### src/rtl/bp_be_dispatch_queue_pkg.sv
// Shared constants and helpers for the dispatch queue slice.
package bp_be_dispatch_queue_pkg;

  localparam int dq_pkt_width_gp = 128;
  localparam int dq_els_gp       = 4;

  function automatic bit is_pow2(input int n);
    return (n >= 2) && ((n & (n - 1)) == 0);
  endfunction

endpackage

### src/rtl/bp_be_dispatch_queue_ptr.sv
// Circular wrap-bit pointer: clear beats load beats increment.
module bp_be_dispatch_queue_ptr #(
  parameter int width_p = 3
) (
  input  logic               clk_i,
  input  logic               reset_i,
  input  logic               clr_i,
  input  logic               load_i,
  input  logic [width_p-1:0] load_val_i,
  input  logic               inc_i,
  output logic [width_p-1:0] cnt_o
);

  logic [width_p-1:0] r_cnt;

  always_ff @(posedge clk_i or negedge reset_i) begin
    if (!reset_i)    r_cnt <= '0;
    else if (clr_i)  r_cnt <= '0;
    else if (load_i) r_cnt <= load_val_i;
    else if (inc_i)  r_cnt <= r_cnt + width_p'(1);
  end

  assign cnt_o = r_cnt;

endmodule

### src/rtl/bp_be_dispatch_queue.sv
// Speculative dispatch queue: entries stay resident until committed so a roll
// can replay from the oldest uncommitted packet.
module bp_be_dispatch_queue
  import bp_be_dispatch_queue_pkg::*;
#(
  parameter int pkt_width_p  = dq_pkt_width_gp,
  parameter int els_p        = dq_els_gp,
  parameter int ptr_width_lp = $clog2(els_p) + 1
) (
  input  logic                    clk_i,
  input  logic                    reset_i,
  input  logic [pkt_width_p-1:0]  issue_pkt_i,
  input  logic                    issue_v_i,
  output logic                    issue_ready_o,
  output logic [pkt_width_p-1:0]  dispatch_pkt_o,
  output logic                    dispatch_v_o,
  input  logic                    dispatch_yumi_i,
  input  logic                    commit_i,
  input  logic                    roll_i,
  input  logic                    flush_i,
  output logic [ptr_width_lp-1:0] inflight_o,
  output logic                    empty_o
);

  localparam int idx_w_lp = ptr_width_lp - 1;

  if (!is_pow2(els_p)) begin : g_bad_els
    $error("els_p must be a power of two >= 2");
  end

  logic [ptr_width_lp-1:0] w_wptr, w_rptr, w_cptr, w_cptr_next;
  logic [ptr_width_lp-1:0] w_resident, w_pending, w_inflight;
  logic                    w_enq;
  logic [els_p-1:0][pkt_width_p-1:0] r_mem;

  assign w_resident = w_wptr - w_cptr;
  assign w_pending  = w_wptr - w_rptr;
  assign w_inflight = w_rptr - w_cptr;

  assign issue_ready_o  = (w_resident != ptr_width_lp'(els_p));
  assign dispatch_v_o   = (w_pending != '0);
  assign dispatch_pkt_o = r_mem[w_rptr[idx_w_lp-1:0]];
  assign inflight_o     = w_inflight;
  assign empty_o        = (w_resident == '0);

  assign w_enq       = issue_v_i & issue_ready_o & ~flush_i;
  // Roll rewinds to the commit pointer as it will be after this cycle's commit.
  assign w_cptr_next = w_cptr + ptr_width_lp'(commit_i);

  bp_be_dispatch_queue_ptr #(.width_p(ptr_width_lp)) u_wptr (
    .clk_i      (clk_i),
    .reset_i    (reset_i),
    .clr_i      (flush_i),
    .load_i     (1'b0),
    .load_val_i ('0),
    .inc_i      (w_enq),
    .cnt_o      (w_wptr)
  );

  bp_be_dispatch_queue_ptr #(.width_p(ptr_width_lp)) u_rptr (
    .clk_i      (clk_i),
    .reset_i    (reset_i),
    .clr_i      (flush_i),
    .load_i     (roll_i),
    .load_val_i (w_cptr_next),
    .inc_i      (dispatch_yumi_i),
    .cnt_o      (w_rptr)
  );

  bp_be_dispatch_queue_ptr #(.width_p(ptr_width_lp)) u_cptr (
    .clk_i      (clk_i),
    .reset_i    (reset_i),
    .clr_i      (flush_i),
    .load_i     (1'b0),
    .load_val_i ('0),
    .inc_i      (commit_i),
    .cnt_o      (w_cptr)
  );

  // Payload storage is intentionally left unreset; pointers define validity.
  always_ff @(posedge clk_i) begin
    if (w_enq) r_mem[w_wptr[idx_w_lp-1:0]] <= issue_pkt_i;
  end

`ifndef SYNTHESIS
  a_yumi_without_v: assert property (@(posedge clk_i) disable iff (!reset_i)
    dispatch_yumi_i |-> dispatch_v_o);
  a_commit_none_inflight: assert property (@(posedge clk_i) disable iff (!reset_i)
    commit_i |-> (w_inflight != '0));
`endif

endmodule

### config.mk
export PLATFORM = sky130hd
export DESIGN_NAME = bp_be_dispatch_queue
export DESIGN_NICKNAME = d
export VERILOG_FILES = /design/src/rtl/bp_be_dispatch_queue_pkg.sv /design/src/rtl/bp_be_dispatch_queue_ptr.sv /design/src/rtl/bp_be_dispatch_queue.sv
export SDC_FILE = /design/constraint.sdc
export NUM_CORES = 1
export LEC_CHECK = 0
export ABC_AREA = 1
export BUFFER_PORTS_ARGS = -buffer_cell sky130_fd_sc_hd__buf_2
export CAP_MARGIN = 20
export CORE_MARGIN = 5
export CORE_UTILIZATION = 62
export CTS_CLUSTER_DIAMETER = 200
export CTS_CLUSTER_SIZE = 40
export DETAILED_ROUTE_END_ITERATION = 6
export GPL_TIMING_DRIVEN = 0
export HOLD_SLACK_MARGIN = 0.06
export MAX_ROUTING_LAYER = met4
export PLACE_DENSITY_LB_ADDON = 0.25
export SETUP_SLACK_MARGIN = 0.05
export SLEW_MARGIN = 20
export SYNTH_ARGS = -nofsm -noshare
export SYNTH_HDL_FRONTEND = slang
export SYNTH_SLANG_ARGS = --single-unit
### constraint.sdc
create_clock -name clk_i -period 20.3 [get_ports clk_i]
set_clock_uncertainty 0.1 [all_clocks]
set_input_delay 1.015 -clock clk_i [delete_from_list [all_inputs] [get_ports clk_i]]
set_output_delay 1.015 -clock clk_i [all_outputs]
set_load 0.005 [all_outputs]
**After elaboration in Yosys (flattened, before gate mapping)**

Cells that the tools add are included.

- Div/mod/pow operators: 0
- Multiplexer cells: 12
- Multipliers: 0
- Add/sub/neg operators: 7
- Order comparisons: 3
- Shift-type cells: 0
- Eq/ne operators: 1
- Bitwise gates (word level): 3
- Reductions and logical operators: 6

Operators with widths:

| cell | count |
|---|---|
| $bwmux W512 | 1 |
| $bmux W128 S2 | 1 |
| $demux W128 S2 | 1 |
| $mux W128 | 2 |
| $mux W3 | 7 |
| $add A3 B1 Y3 const B | 3 |
| $sub A3 B3 Y3 | 3 |
| $lt A2 B3 Y1 const B | 2 |
| $reduce_bool A3 Y1 | 2 |
| $reduce_bool A2 Y1 | 2 |
| $add A3 B1 Y3 | 1 |
| $logic_not A3 Y1 | 1 |
| $ne A3 B3 Y1 const B | 1 |
| $and A1 B1 Y1 | 2 |
| $ge A2 B1 Y1 const B | 1 |
| $logic_and A1 B1 Y1 | 1 |
| $not A1 Y1 | 1 |

- Bits in read-only memories: 0
- Register bits: 521
- Latch bits: 0
- Memories: 0
- Logic and storage cells: 39
- Output and inout bits: 134
- Memory bits (writable): 0
- Input bits: 135

**Depth between registers and ports, before layout**

Gate-level depths: netlist (run 1).

- Word-level depth: 6
- Depth in mapped cells: 10

**Modules after synthesis**

Synthesis (run 1) repeated with hierarchy kept, for this count alone.

- Cell total of the unflattened synthesis: 1373
- Area, all modules: 20259.4 um^2

Modules (own cells, without submodules):

| module | sequential area each (um^2) | cells an instance | area each (um^2) | instances |
|---|---|---|---|---|
| bp_be_dispatch_queue | 15374.7 | 1292 | 19670.1 | 1 |
| bp_be_dispatch_queue_ptr | 75.1 | 27 | 196.4 | 3 |

**Least setup slack after synthesis (run 1)**

Ideal clock, no wire load.

- Path kind: input-to-reg
- Start point: input port flush_i
- End point: register r_mem[0] in the netlist's numbering, enable pin
- Library setup time: 0.617 ns
- Required time: 19.583 ns
- Arrival: 6.601 ns
- Path buffers: 0
- Cell stages on the path: 3
- Setup slack: 12.982 ns
- Cell sequence: clkinv_1 > nand3_1 > nor2_1

- Word-level cells in the longest chain between the ends: 2

Ends and longest elaborated chain:

| what | RTL line | text |
|---|---|---|
| start, declared | bp_be_dispatch_queue.sv:20 | `input logic flush_i,` |
| $not A1 Y1 | bp_be_dispatch_queue.sv:46 | `assign w_enq = issue_v_i & issue_ready_o & ~flush_i;` |
| $and A1 B1 Y1 | bp_be_dispatch_queue.sv:46 |  |
| end signal, assigned by index | bp_be_dispatch_queue.sv:82 | `if (w_enq) r_mem[w_wptr[idx_w_lp-1:0]] <= issue_pkt_i;` |
| end, declared | bp_be_dispatch_queue.sv:34 | `logic [els_p-1:0][pkt_width_p-1:0] r_mem;` |

No other way between the ends.
A chain may end at the register's enable or synchronous reset.

**Worst setup path in the final report (run 1)**

- Start point: register u_rptr.r_cnt[0] (netlist: u_rptr.cnt_o[0])
- End point: output port inflight_o[2]

- Word-level cells in the longest chain between the ends: 1

Ends and longest elaborated chain:

| what | RTL line | text |
|---|---|---|
| start, declared | bp_be_dispatch_queue_ptr.sv:14 | `logic [width_p-1:0] r_cnt;` |
| start signal, assigned | bp_be_dispatch_queue_ptr.sv:19 | `else if (load_i) r_cnt <= load_val_i;` |
| start signal, assigned | bp_be_dispatch_queue_ptr.sv:20 | `else if (inc_i) r_cnt <= r_cnt + width_p'(1);` |
| $sub A3 B3 Y3 | bp_be_dispatch_queue.sv:38 | `assign w_inflight = w_rptr - w_cptr;` |
| end, declared | bp_be_dispatch_queue.sv:21 | `output logic [ptr_width_lp-1:0] inflight_o,` |

No other way between the ends.

==> results by group, run 1 <==
Run status
  • Status: finished clean

Placement
  • Setup WS pre-CTS: 16.73 ns
  • Dpl hpwl: 31,110 um
  • Area after DPL: 22,250 sq um
  • Port bufs: between 200 and 300
  • Dpl cells: roughly 2,000
  • Final RePlAce weighted congestion: ~0.85

Synth
  • Yosys warnings: 0
  • Post-Syn Nets: approximately 1,500
  • Synth Area in Simple Gates: approximately 5.6%
  • Multiplexer area fraction after synthesis: less than 1%
  • Largest family of logic cells by synthesized area: compound AO/OA/AOI/OAI gates
  • Xor/xnor share of the synthesized area: less than 1%
  • Compound-cell area share of the yosys netlist: a little over a tenth
  • Adder-cell share of the synthesized area: 0.9242%
  • Synthesized area: about 20,000 sq um
  • Syn_area_per_cell: around 15 sq um
  • Distinct cell type count after synthesis: 24
  • Seq cells post-synth: 521
  • Sequential area share after synthesis: 78.92%
  • Gate Count Post-Synth: 1,338

Clock network
  • CTS tree: done
  • # resized after CTS: 0
  • Clock Latency Late Sink: roughly 0.54 ns
  • Clock sinks: 521
  • Clk buf depth: 3
  • H-Tree Depth: 1
  • CTS hold repair buffers: 0
  • Num CTS Buffers: 17
  • Post-CTS Setup Bufs: 0
  • Clock-pin slew on the worst setup and hold paths: 0.14 ns
  • Clock root buffer: clkbuf_16

Worst setup path
  • Critical path depth: 9
  • Worst path bufs/invs: 5
  • CP Launch Type: flop
  • Crit path cell chain: buf_6 > inv_4 > buf_6 > buf_6 > ha_1 > fa_1 > xnor2_1 > xor2_1 > buf_2
  • Data arrival, critical path: 3.02 ns
  • FF-to-FF path depth: 10
  • Highest-delay cell along the critical path: dfrtp_1
  • Cell mode on critical path: buf_6
  • Required @ worst endpoint: around 19 ns
  • Crit path max fanout: 10
  • Delay of the slowest critical-path stage: about 0.7 ns
  • CP Capture Type: primary output
  • Cell family with most CP delay: buffers and inverters
  • Crit path kind: reg2out

Die
  • Die area: around 36,000 sq um
  • Die Ht: between 150 and 200 um
  • Core Area: 31,560 sq um
  • Starting Density: 62.64%
  • Io pins: between 200 and 300
  • # rows: 65
  • Die Wd: around 190 um

STA
  • Final WS setup: approximately 16 ns
  • Hold Slack: roughly 0.21 ns
  • Tmin final: between 4 and 5 ns
  • Achievable Freq: 241.7 MHz
  • Hold Vio Cnt, Final: 0
  • Slew at the pin closest to its max-slew limit: 0.7890 ns
  • Max_slew headroom: between 40% and 50%
  • Unrepaired setup endpoints after global routing: no
  • TNS Setup: 0 ns
  • Setup violations, final: 0
  • Slew Limit Fails: 0
  • Crit share post-route: about a fifth

Routing
  • Total iterations of the first detailed-routing run: 5
  • Wirelength per Cell: about 22 um
  • Via count: ~12,000
  • Detail-routed via count per cell: 5.949
  • DRT iter0 DRCs: between 1,000 and 1,500
  • DRC Markers: 0
  • WL final: ~46,000 um
  • Remaining antenna violation count: 0

Hold path
  • Class of the worst hold path: in2async

Global routing
  • Initial antenna violation count: 17
  • GR Util All Layers: 26.16%
  • First-pass GRT wire length: between 60,000 and 70,000 um
  • Largest net degree at the start of global routing: between 40 and 50
  • Vias in the first global route: approximately 12,000
  • GR Overflow Total: 0

Finish
  • Util after Layout: between 70% and 80%
  • Fin area: roughly 23,000 sq um
  • Seq. cell area: 15,600 sq um
  • Final net count: approximately 1,800
  • P&R area growth vs syn: 15.35%
  • Multi-input logic area: approximately 3600 sq um
  • Layout cells sized above 1: about 22%
  • Layout Cells excl Fill: around 2,100
  • # fillers: slightly above 2,000

Power
  • Total design power: around 2.0 mW
  • PD cells: 89.29 nW/um^2
  • IR Drop Worst-Case VDD: slightly below 90 uV
  • P_leak: just under 8 nW

Job
  • Number of max-cap violations: 0
## worst paths after layout
path,startpoint,end,slack [ns]
max,u_rptr.cnt_o[0],inflight_o[2],16.16
max in group asynchronous,reset_i,u_rptr.cnt_o[2],19.67
min,reset_i,u_wptr.cnt_o[2],0.21
min in group clk_i,u_wptr.cnt_o[0],u_wptr.cnt_o[0],0.52
max reg2reg,u_cptr.cnt_o[1],r_mem[151],16.83
min reg2reg,u_wptr.cnt_o[0],u_wptr.cnt_o[0],0.52
## metal layers
layer / track usage, % / part of all wire (%) / vias to the layer above
met3: 5.613 / 9.5 / 82
met1: 34.79 / 39 / 6060
li1: - / - / 5685
met2: 41.76 / 49 / 559
met5: - / 0 / -
met4: 7.455 / 2.8 / 0
## Yosys cell counts
| cell | count | share of area (%) |
|---|---|---|
| edfxtp_1 | 512 | 78 |
| nor2_1 | 263 | 5.0 |
| o21ai_0 | 166 | 4.2 |
| o22ai_1 | 130 | 4.1 |
| o21ai_1 | 94 | 2.4 |
| clkbuf_1 | 32 | 0.61 |
| buf_6 | 25 | 1.4 |
| inv_1 | 20 | 0.38 |
| nand2_1 | 17 | 0.32 |
| ha_1 | 13 | 0.82 |
| buf_2 | 12 | 0.30 |
| clkbuf_2 | 9 | 0.23 |
| dfrtp_1 | 9 | 1.1 |
| a21oi_1 | 7 | 0.18 |
| buf_4 | 7 | 0.27 |
| nand3_1 | 6 | 0.15 |
| xnor2_1 | 4 | 0.18 |
| xor2_1 | 4 | 0.18 |
| nand4_1 | 3 | 0.095 |
| clkinv_1 | 1 | 0.019 |
| fa_1 | 1 | 0.10 |
| inv_4 | 1 | 0.032 |
| mux2i_1 | 1 | 0.051 |
| nand3_2 | 1 | 0.051 |
## where the power goes
group | leakage (nW) | internal (mW) | switching, mW
registers | 4.76 | 1.23 | 0.0127
logic | 2.93 | 0.123 | 0.206
clock network | 0.234 | 0.165 | 0.296
## logic make-up after synthesis
kind of cell	count (synthesis)
AOI/OAI and AO/OA	397
xor gates and xnor gates	8
adders and majority gates	14
buffers and inverters	107
DFF	521
muxes	1
and+or+nand+nor	290
## state kept, by name (all words and copies together) (netlist names)
signal,count
u_wptr.cnt_o,3
u_cptr.cnt_o,3
r_mem,512
u_rptr.cnt_o,3
## cells in the final DEF, fill, tap and decap left out
cell type,Yosys,routed
diode_2,0,20
o21ai_0,166,166
o22ai_1,130,130
clkinv_1,1,1
a21oi_1,7,7
dfrtp_1,9,9
clkbuf_2,9,9
inv_1,20,20
xnor2_1,4,4
clkbuf_16,0,17
o21ai_1,94,94
nand3_2,1,1
buf_2,12,280
nand4_1,3,3
buf_12,0,10
clkbuf_1,32,43
xor2_1,4,4
buf_6,25,25
nand2_1,17,17
nor2_4,0,4
ha_1,13,13
fa_1,1,1
clkinv_16,0,1
nand3_1,6,6
buf_16,0,15
inv_4,1,1
mux2i_1,1,1
nor2_1,263,259
buf_4,7,7
edfxtp_1,512,512
## layout make-up
class	instances	area share [%]
plain buffers	85	2.453
repair buffers	293	8.572
well taps	402	2.206
clock inverters	1	0.1317
flip-flops and latches	521	68.42
inverters	22	0.3732
multi-input cells	710	15.58
clock buffers	28	2.047
diodes	20	0.2195
Power figures use the tool's default switching activity.
==> run 2: changes to the inputs <==
--- a/config.mk
+++ b/config.mk
@@ -9,7 +9,7 @@
 export BUFFER_PORTS_ARGS = -buffer_cell sky130_fd_sc_hd__buf_2
 export CAP_MARGIN = 20
 export CORE_MARGIN = 5
-export CORE_UTILIZATION = 62
+export CORE_UTILIZATION = 52
 export CTS_CLUSTER_DIAMETER = 200
 export CTS_CLUSTER_SIZE = 40
 export DETAILED_ROUTE_END_ITERATION = 6
==> constraint.sdc (replaced) <==
create_clock -name clk_i -period 3.7 [get_ports clk_i]
set_clock_uncertainty 0.1 [all_clocks]
set_input_delay 0.185 -clock clk_i [delete_from_list [all_inputs] [get_ports clk_i]]
set_output_delay 0.185 -clock clk_i [all_outputs]
set_load 0.005 [all_outputs]
==> run 2 against run 1 <==
  * Combinational power increased to 6.0 times the previous value
  * Highest routed layer unchanged
  * Count of clock-buffer cells in the layout decreased by 5
  * Wire length increased by 6.7%
  * First-iteration DRC count decreased by 19%
  * Total power increased to 5.6 times the previous value
  * Cell count increased by 11%
  * Register-to-register slack got worse by 16 ns
  * Sequential cell count unchanged
  * Critical path depth unchanged
==> results by group, run 2 (synthesis results as in run 1) <==
Run status
  • Status: finished clean

Die
  • Core Area: 37,580 sq um (+19%)
  • Io pins: 269 (unchanged)
  • Die Wd: 205.0 um (+8.7%)
  • Die area: 42,010 sq um (+18%)
  • Die Ht: 205.0 um (+8.7%)
  • # rows: 71 (+9.2%)
  • Starting Density: 52.60% (-10 points)

Worst setup path
  • Crit path cell chain: buf_6 > inv_4 > buf_6 > buf_6 > ha_1 > fa_1 > xnor2_1 > xor2_1 > buf_2
  • Worst path bufs/invs: 5 (unchanged)
  • Required @ worst endpoint: 3.41 ns (-15.78 ns)
  • Cell mode on critical path: buf_6
  • Crit path max fanout: 10 (unchanged)
  • CP Launch Type: flop
  • CP Capture Type: primary output
  • Delay of the slowest critical-path stage: 0.63 ns (-0.08 ns)
  • Highest-delay cell along the critical path: dfrtp_1
  • Cell family with most CP delay: buffers and inverters
  • Data arrival, critical path: 3.03 ns (about the same)
  • Crit path kind: reg2out

Global routing
  • Initial antenna violation count: 2 (-15)
  • GRT Max-Usage Layer: met2
  • Met3 Track Usage GR: 3.799% (-1.8 points)
  • Met2 usage: 38.83% (-2.9 points)
  • Vias in the first global route: 12,890 (+4.7%)
  • GR Util All Layers: 23.65% (-2.5 points)
  • Largest net degree at the start of global routing: 42 (unchanged)
  • GR Overflow Total: 0 (unchanged)
  • First-pass GRT wire length: 74,240 um (+6.1%)
  • GRT met1 Usage: 31.98% (-2.8 points)

Finish
  • Final net count: 1,936 (+7.6%)
  • Most frequent cells in the layout: 512 x edfxtp_1, 280 x buf_2, 259 x nor2_1
  • Fin area: 24,220 sq um (+6.2%)
  • Layout Cells excl Fill: 2,306 (+11%)
  • Commonest non-fill, non-tap cell in the layout: edfxtp_1
  • Max reg flops: 512 (unchanged)
  • Layout cells sized above 1: 20.91% (-1.4 points)
  • Util after Layout: 64.46% (-7.8 points)
  • P&R area growth vs syn: 22.55%

STA
  • Crit share post-route: 89.67%
  • Hold Vio Cnt, Final: 0 (unchanged)
  • Hold Slack: 0.2503 ns (+0.03591 ns)
  • Slew at the pin closest to its max-slew limit: 0.7587 ns (-0.03026 ns)
  • Slew Limit Fails: 0 (unchanged)
  • Achievable Freq: roughly 300 MHz
  • Tmin final: around 3.3 ns
  • Unrepaired setup endpoints after global routing: no
  • TNS Setup: 0 ns (unchanged)
  • Max_slew headroom: 49.30% (+2.0 points)
  • Setup violations, final: 0 (unchanged)

Power
  • PD cells: 467.9 nW/um^2 (+420%)
  • Sw power: 2.907 mW (+460%)
  • P_leak: 8.474 nW (+6.9%)
  • Clk pwr share: 22.4% (-0.2 points)
  • IR Drop Worst-Case VDD: 459.0 uV (+410%)
  • Int Power: 8.428 mW (+450%)
  • Flop pwr share: 60.3% (-0.9 points)
  • Gate power share: 17.3% (+1.1 points)
  • Switching share of power: 25.64% (+0.36 points)

Routing
  • Remaining antenna violation count: 0 (unchanged)
  • Wirelength per Cell: 21.46 um (-3.6%)
  • WL final: 49,490 um (+6.7%)
  • Total iterations of the first detailed-routing run: 7 (+2)
  • DRC Markers: 0 (unchanged)
  • DRT iter0 DRCs: 944 (-19%)
  • Detail-routed via count per cell: 5.598 (-5.9%)
  • Via count: 12,910 (+4.2%)

Clock network
  • Clk buf depth: 3 (unchanged)
  • # resized after CTS: 0 (unchanged)
  • H-Tree Depth: 1 (unchanged)
  • CTS tree: done
  • Clock sinks: 521 (unchanged)
  • Clock-pin slew on the worst setup and hold paths: 0.14 ns (about the same)
  • Num CTS Buffers: 17 (unchanged)
  • Clock root buffer: clkbuf_16
  • Clock Latency Late Sink: 0.55 ns (about the same)

Placement
  • Dpl cells: 2,141 (+5.3%)
  • Port bufs: 268 (unchanged)
  • Area after DPL: 22,350 sq um (+0.43%)
  • Final RePlAce weighted congestion: 0.8117 (-4.1%)
  • Dpl hpwl: 31,930 um (+2.6%)

Job
  • Number of max-cap violations: 0 (unchanged)

Hold path
  • Class of the worst hold path: in2reg
==> run 2: timing repair <==
| action | in CTS | in global routing |
|---|---|---|
| hold endpoints to repair | 537 | 0 |
| hold buffers | 138 | 0 |
| endpoints found under the setup margin | 0 | 0 |
| buffers inserted | 0 | 0 |
==> run 2: layer usage <==
metal / wire length (um) / share of wire [%]
met5: 0 / 0
met4: 1053 / 2.1
met3: 3674 / 7.4
met2: 24530 / 50
met1: 20230 / 41
==> run 2: per-stage QoR <==
| step | setup slack (ns) | power [mW] |
|---|---|---|
| detailed placement | 0.7707 | 8.814 |
| global route | 0.2311 | 11.77 |
| finish | 0.3821 | 11.33 |
| floorplan | 0.05009 | 7.882 |
| CTS | 0.3512 | 11.39 |
| global placement | -1.569 | 8.722 |
==> run 2: worst paths after layout <==
kind / depth (start not counted) / start / slack, ns / endpoint
worst min-delay path: 2 / issue_pkt_i[30] / 0.25 / r_mem[158]
worst max-delay path: 9 / u_rptr.cnt_o[0] / 0.38 / inflight_o[2]
min in group asynchronous: 3 / reset_i / 0.58 / u_wptr.cnt_o[2]
worst max register to register: 12 / u_wptr.cnt_o[0] / 0.78 / r_mem[463]
worst min register to register: 2 / u_wptr.cnt_o[0] / 0.50 / u_wptr.cnt_o[0]
max in group asynchronous: 3 / reset_i / 2.56 / u_wptr.cnt_o[1]
==> run 2: cell type report <==
cell class              count  area (sq um)
diodes                      2         5.005
plain buffers              85         559.3
clock buffers              23         447.9
clock inverters             2         38.79
fillers                  2735         13350
inverters                  22         85.08
multi-input cells         710          3588
flip-flops and latches    521         15600
well taps                 511         639.4
repair buffers            430          3258
==> run 2: power by group through the flow <==
stage	logic, mW	clock network (mW)	registers [mW]
2_1_floorplan	0.912	0	6.97
3_3_place_gp	1.73	0	7.00
3_5_place_dp	1.85	0	6.97
4_1_cts	1.97	2.58	6.83
5_1_grt	2.15	2.77	6.85
6_report	1.96	2.54	6.83
==> run 3: changes to the inputs <==
--- a/config.mk
+++ b/config.mk
@@ -18,7 +18,7 @@
 export MAX_ROUTING_LAYER = met4
 export PLACE_DENSITY_LB_ADDON = 0.25
 export SETUP_SLACK_MARGIN = 0.05
-export SLEW_MARGIN = 20
+export SLEW_MARGIN = 40
 export SYNTH_ARGS = -nofsm -noshare
 export SYNTH_HDL_FRONTEND = slang
 export SYNTH_SLANG_ARGS = --single-unit
==> constraint.sdc (replaced) <==
create_clock -name clk_i -period 3.7 [get_ports clk_i]
set_clock_uncertainty 0.1 [all_clocks]
set_input_delay 0.185 -clock clk_i [delete_from_list [all_inputs] [get_ports clk_i]]
set_output_delay 0.185 -clock clk_i [all_outputs]
set_load 0.1 [all_outputs]
==> run 3 against run 2 <==
  * Combinational power increased by 110%
  * Worst setup slack got worse by 0.11 ns
  * Cell count increased by 0.74%
  * Register-to-register slack got worse by 0.34 ns
  * Total power increased by 20%
  * Via count decreased by 0.38%
  * Largest power group unchanged
==> results by group, run 3 (synthesis results as in run 1) <==
Worst setup path
  • FF-to-FF setup slack: 0.44 ns (-0.34 ns)
  • Data arrival, critical path: 3.15 ns (+0.12 ns)
  • FF-to-FF path depth: 13 (+1)
  • Highest-delay cell along the critical path: dfrtp_2
  • CP Launch Type: flop
  • Crit path max fanout: 10 (unchanged)
  • Critical path depth: 9 (unchanged)
  • Crit path kind: reg2out
  • Cell family with most CP delay: buffers and inverters
  • Worst path bufs/invs: 5 (unchanged)
  • CP Capture Type: primary output
  • Worst R2R Start: u_cptr.cnt_o[1]
  • Required @ worst endpoint: 3.41 ns (about the same)
  • Delay of the slowest critical-path stage: 0.55 ns (-0.08 ns)
  • Crit path cell chain: buf_6 > inv_4 > buf_6 > buf_6 > ha_1 > fa_1 > xnor2_1 > xor2_1 > buf_2
  • Cell mode on critical path: buf_6
  • Worst r2r dst: r_mem[344]

STA
  • Crit share post-route: 92.73% (+3.1 points)
  • Final WS setup: 0.2691 ns (-0.1130 ns)
  • Slew Limit Fails: 0 (unchanged)
  • Setup violations, final: 0 (unchanged)
  • Achievable Freq: 291.5 MHz (-3.3%)
  • Tmin final: 3.431 ns (+0.1130 ns)
  • Hold Vio Cnt, Final: 0 (unchanged)
  • Unrepaired setup endpoints after global routing: no
  • Max_slew headroom: 59.24% (+9.9 points)
  • Hold Slack: 0.2732 ns (+0.02289 ns)
  • Slew at the pin closest to its max-slew limit: 0.6100 ns (-0.1488 ns)

Die
  • Io pins: 269 (unchanged)
  • # rows: 71 (unchanged)
  • Die Ht: 205.0 um (unchanged)
  • Starting Density: 52.60% (unchanged)
  • Die Wd: 205.0 um (unchanged)
  • Core Area: 37,580 sq um (unchanged)
  • Die area: 42,010 sq um (unchanged)

Placement
  • Final RePlAce weighted congestion: 0.7982 (-1.7%)
  • Port bufs: 268 (unchanged)
  • Area after DPL: 22,580 sq um (+1.0%)
  • Dpl hpwl: 32,440 um (+1.6%)
  • Setup WS pre-CTS: 0.4257 ns (-0.3450 ns)

Finish
  • P&R area growth vs syn: 23.75%
  • Commonest non-fill, non-tap cell in the layout: edfxtp_1
  • Util after Layout: 65.10% (+0.63 points)
  • Most frequent cells in the layout: 512 x edfxtp_1, 280 x buf_2, 259 x nor2_1
  • Layout cells sized above 1: 21.53% (+0.61 points)
  • Max reg flops: 512 (unchanged)
  • Fin area: 24,460 sq um (+0.98%)
  • Final net count: 1,946 (+0.52%)

Hold path
  • Hold Path Stages: 2 (unchanged)
  • Class of the worst hold path: in2reg
  • Worst hold start: issue_pkt_i[35]
  • Hold Path Sink: r_mem[291]

Global routing
  • GR Overflow Total: 0 (unchanged)
  • Vias in the first global route: 12,870 (-0.18%)
  • First-pass GRT wire length: 74,230 um (about the same)
  • Largest net degree at the start of global routing: 42 (unchanged)
  • Initial antenna violation count: 5 (+3)
  • GR Util All Layers: 23.55% (-0.10 points)

Power
  • Total design power: 13.57 mW (+20%)
  • P_leak: 8.583 nW (+1.3%)
  • PD cells: 554.9 nW/um^2 (+19%)
  • IR Drop Worst-Case VDD: 594.1 uV (+29%)

Routing
  • WL final: 49,240 um (-0.51%)
  • Total iterations of the first detailed-routing run: 5 (-2)
  • DRC Markers: 0 (unchanged)
  • DRT iter0 DRCs: 1,068 (+13%)
  • Via count: 12,860 (-0.38%)
  • Detail-routed via count per cell: 5.536 (-1.1%)
  • Wirelength per Cell: 21.20 um (-1.2%)
  • Remaining antenna violation count: 0 (unchanged)

Clock network
  • Clock-pin slew on the worst setup and hold paths: 0.14 ns (about the same)
  • Clock Latency Late Sink: 0.55 ns (about the same)
  • CTS tree: done
  • Clock sinks: 521 (unchanged)
  • Clk buf depth: 3 (unchanged)
  • Num CTS Buffers: 17 (unchanged)
  • Clock root buffer: clkbuf_16
  • H-Tree Depth: 1 (unchanged)

Run status
  • Status: finished clean

Job
  • Number of max-cap violations: 0 (unchanged)
## run 3: how the worst max path moves through the flow
| stage | end | start | slack (ns) |
|---|---|---|---|
| 3_3_place_gp | r_mem[473] | u_cptr.cnt_o[1] | -1.52 |
| 5_1_grt | inflight_o[2] | u_rptr.cnt_o[0] | 0.14 |
| 4_1_cts | inflight_o[2] | u_rptr.cnt_o[0] | 0.11 |
| 6_report | inflight_o[2] | u_rptr.cnt_o[0] | 0.27 |
| 3_5_place_dp | r_mem[349] | u_cptr.cnt_o[1] | 0.43 |
| 2_1_floorplan | r_mem[0] | u_cptr.cnt_o[1] | -0.16 |
## run 3: final cells by class
class,instances,area [sq um]
antenna,5,12.51
buffer,85,559.3
clock buffer,28,466.7
clock inverter,1,30.03
fill,2687,13120
inverter,22,85.08
multi-input combinational,710,3593
sequential,521,15600
tap,511,639.4
timing repair buffer,440,3472
## run 3: worst reg2reg max path, stage by stage, from the launching register on
cell	delay (ns)
dfrtp_1	0.47
inv_2	0.09
ha_4	0.29
nand2_1	0.05
nand2_1	0.06
nand2_2	0.07
nand3_4	0.12
nand3_4	0.15
nor2_4	0.51
buf_8	0.28
buf_8	0.22
buf_8	0.22
buf_16	0.18
buf_8	0.18
## run 3: timing repair
action	in CTS	in global routing
setup buffers	0	0
resized for setup	0	1
endpoints found under the hold margin	530	0
hold buffers	137	0
endpoints found under the setup margin	0	1
## run 3: stage by stage
step | instances | setup TNS (ns)
2_1_floorplan | 1338 | -74.39
4_1_cts | 2318 | 0
3_3_place_gp | 2117 | -751.31
3_5_place_dp | 2152 | 0
5_1_grt | 2323 | 0
6_report | 2323 | 0
## run 3: layer usage
metal | part of all wire [%] | routed length (um) | GRT usage [%] | vias up
met5 | 0 | 0 | - | -
met4 | 2.2 | 1072 | 5.359 | 0
met3 | 7.5 | 3673 | 4.163 | 56
met2 | 49 | 24170 | 38.48 | 469
met1 | 41 | 20320 | 31.51 | 6373
li1 | - | - | - | 5962
## run 3: where the power goes
| part | switching (mW) | internal, mW | leakage, nW |
|---|---|---|---|
| logic | 3.37 | 0.819 | 3.59 |
| clock network | 1.64 | 0.903 | 0.234 |
| registers | 0.0694 | 6.77 | 4.76 |
| total | 5.09 | 8.49 | 8.58 |
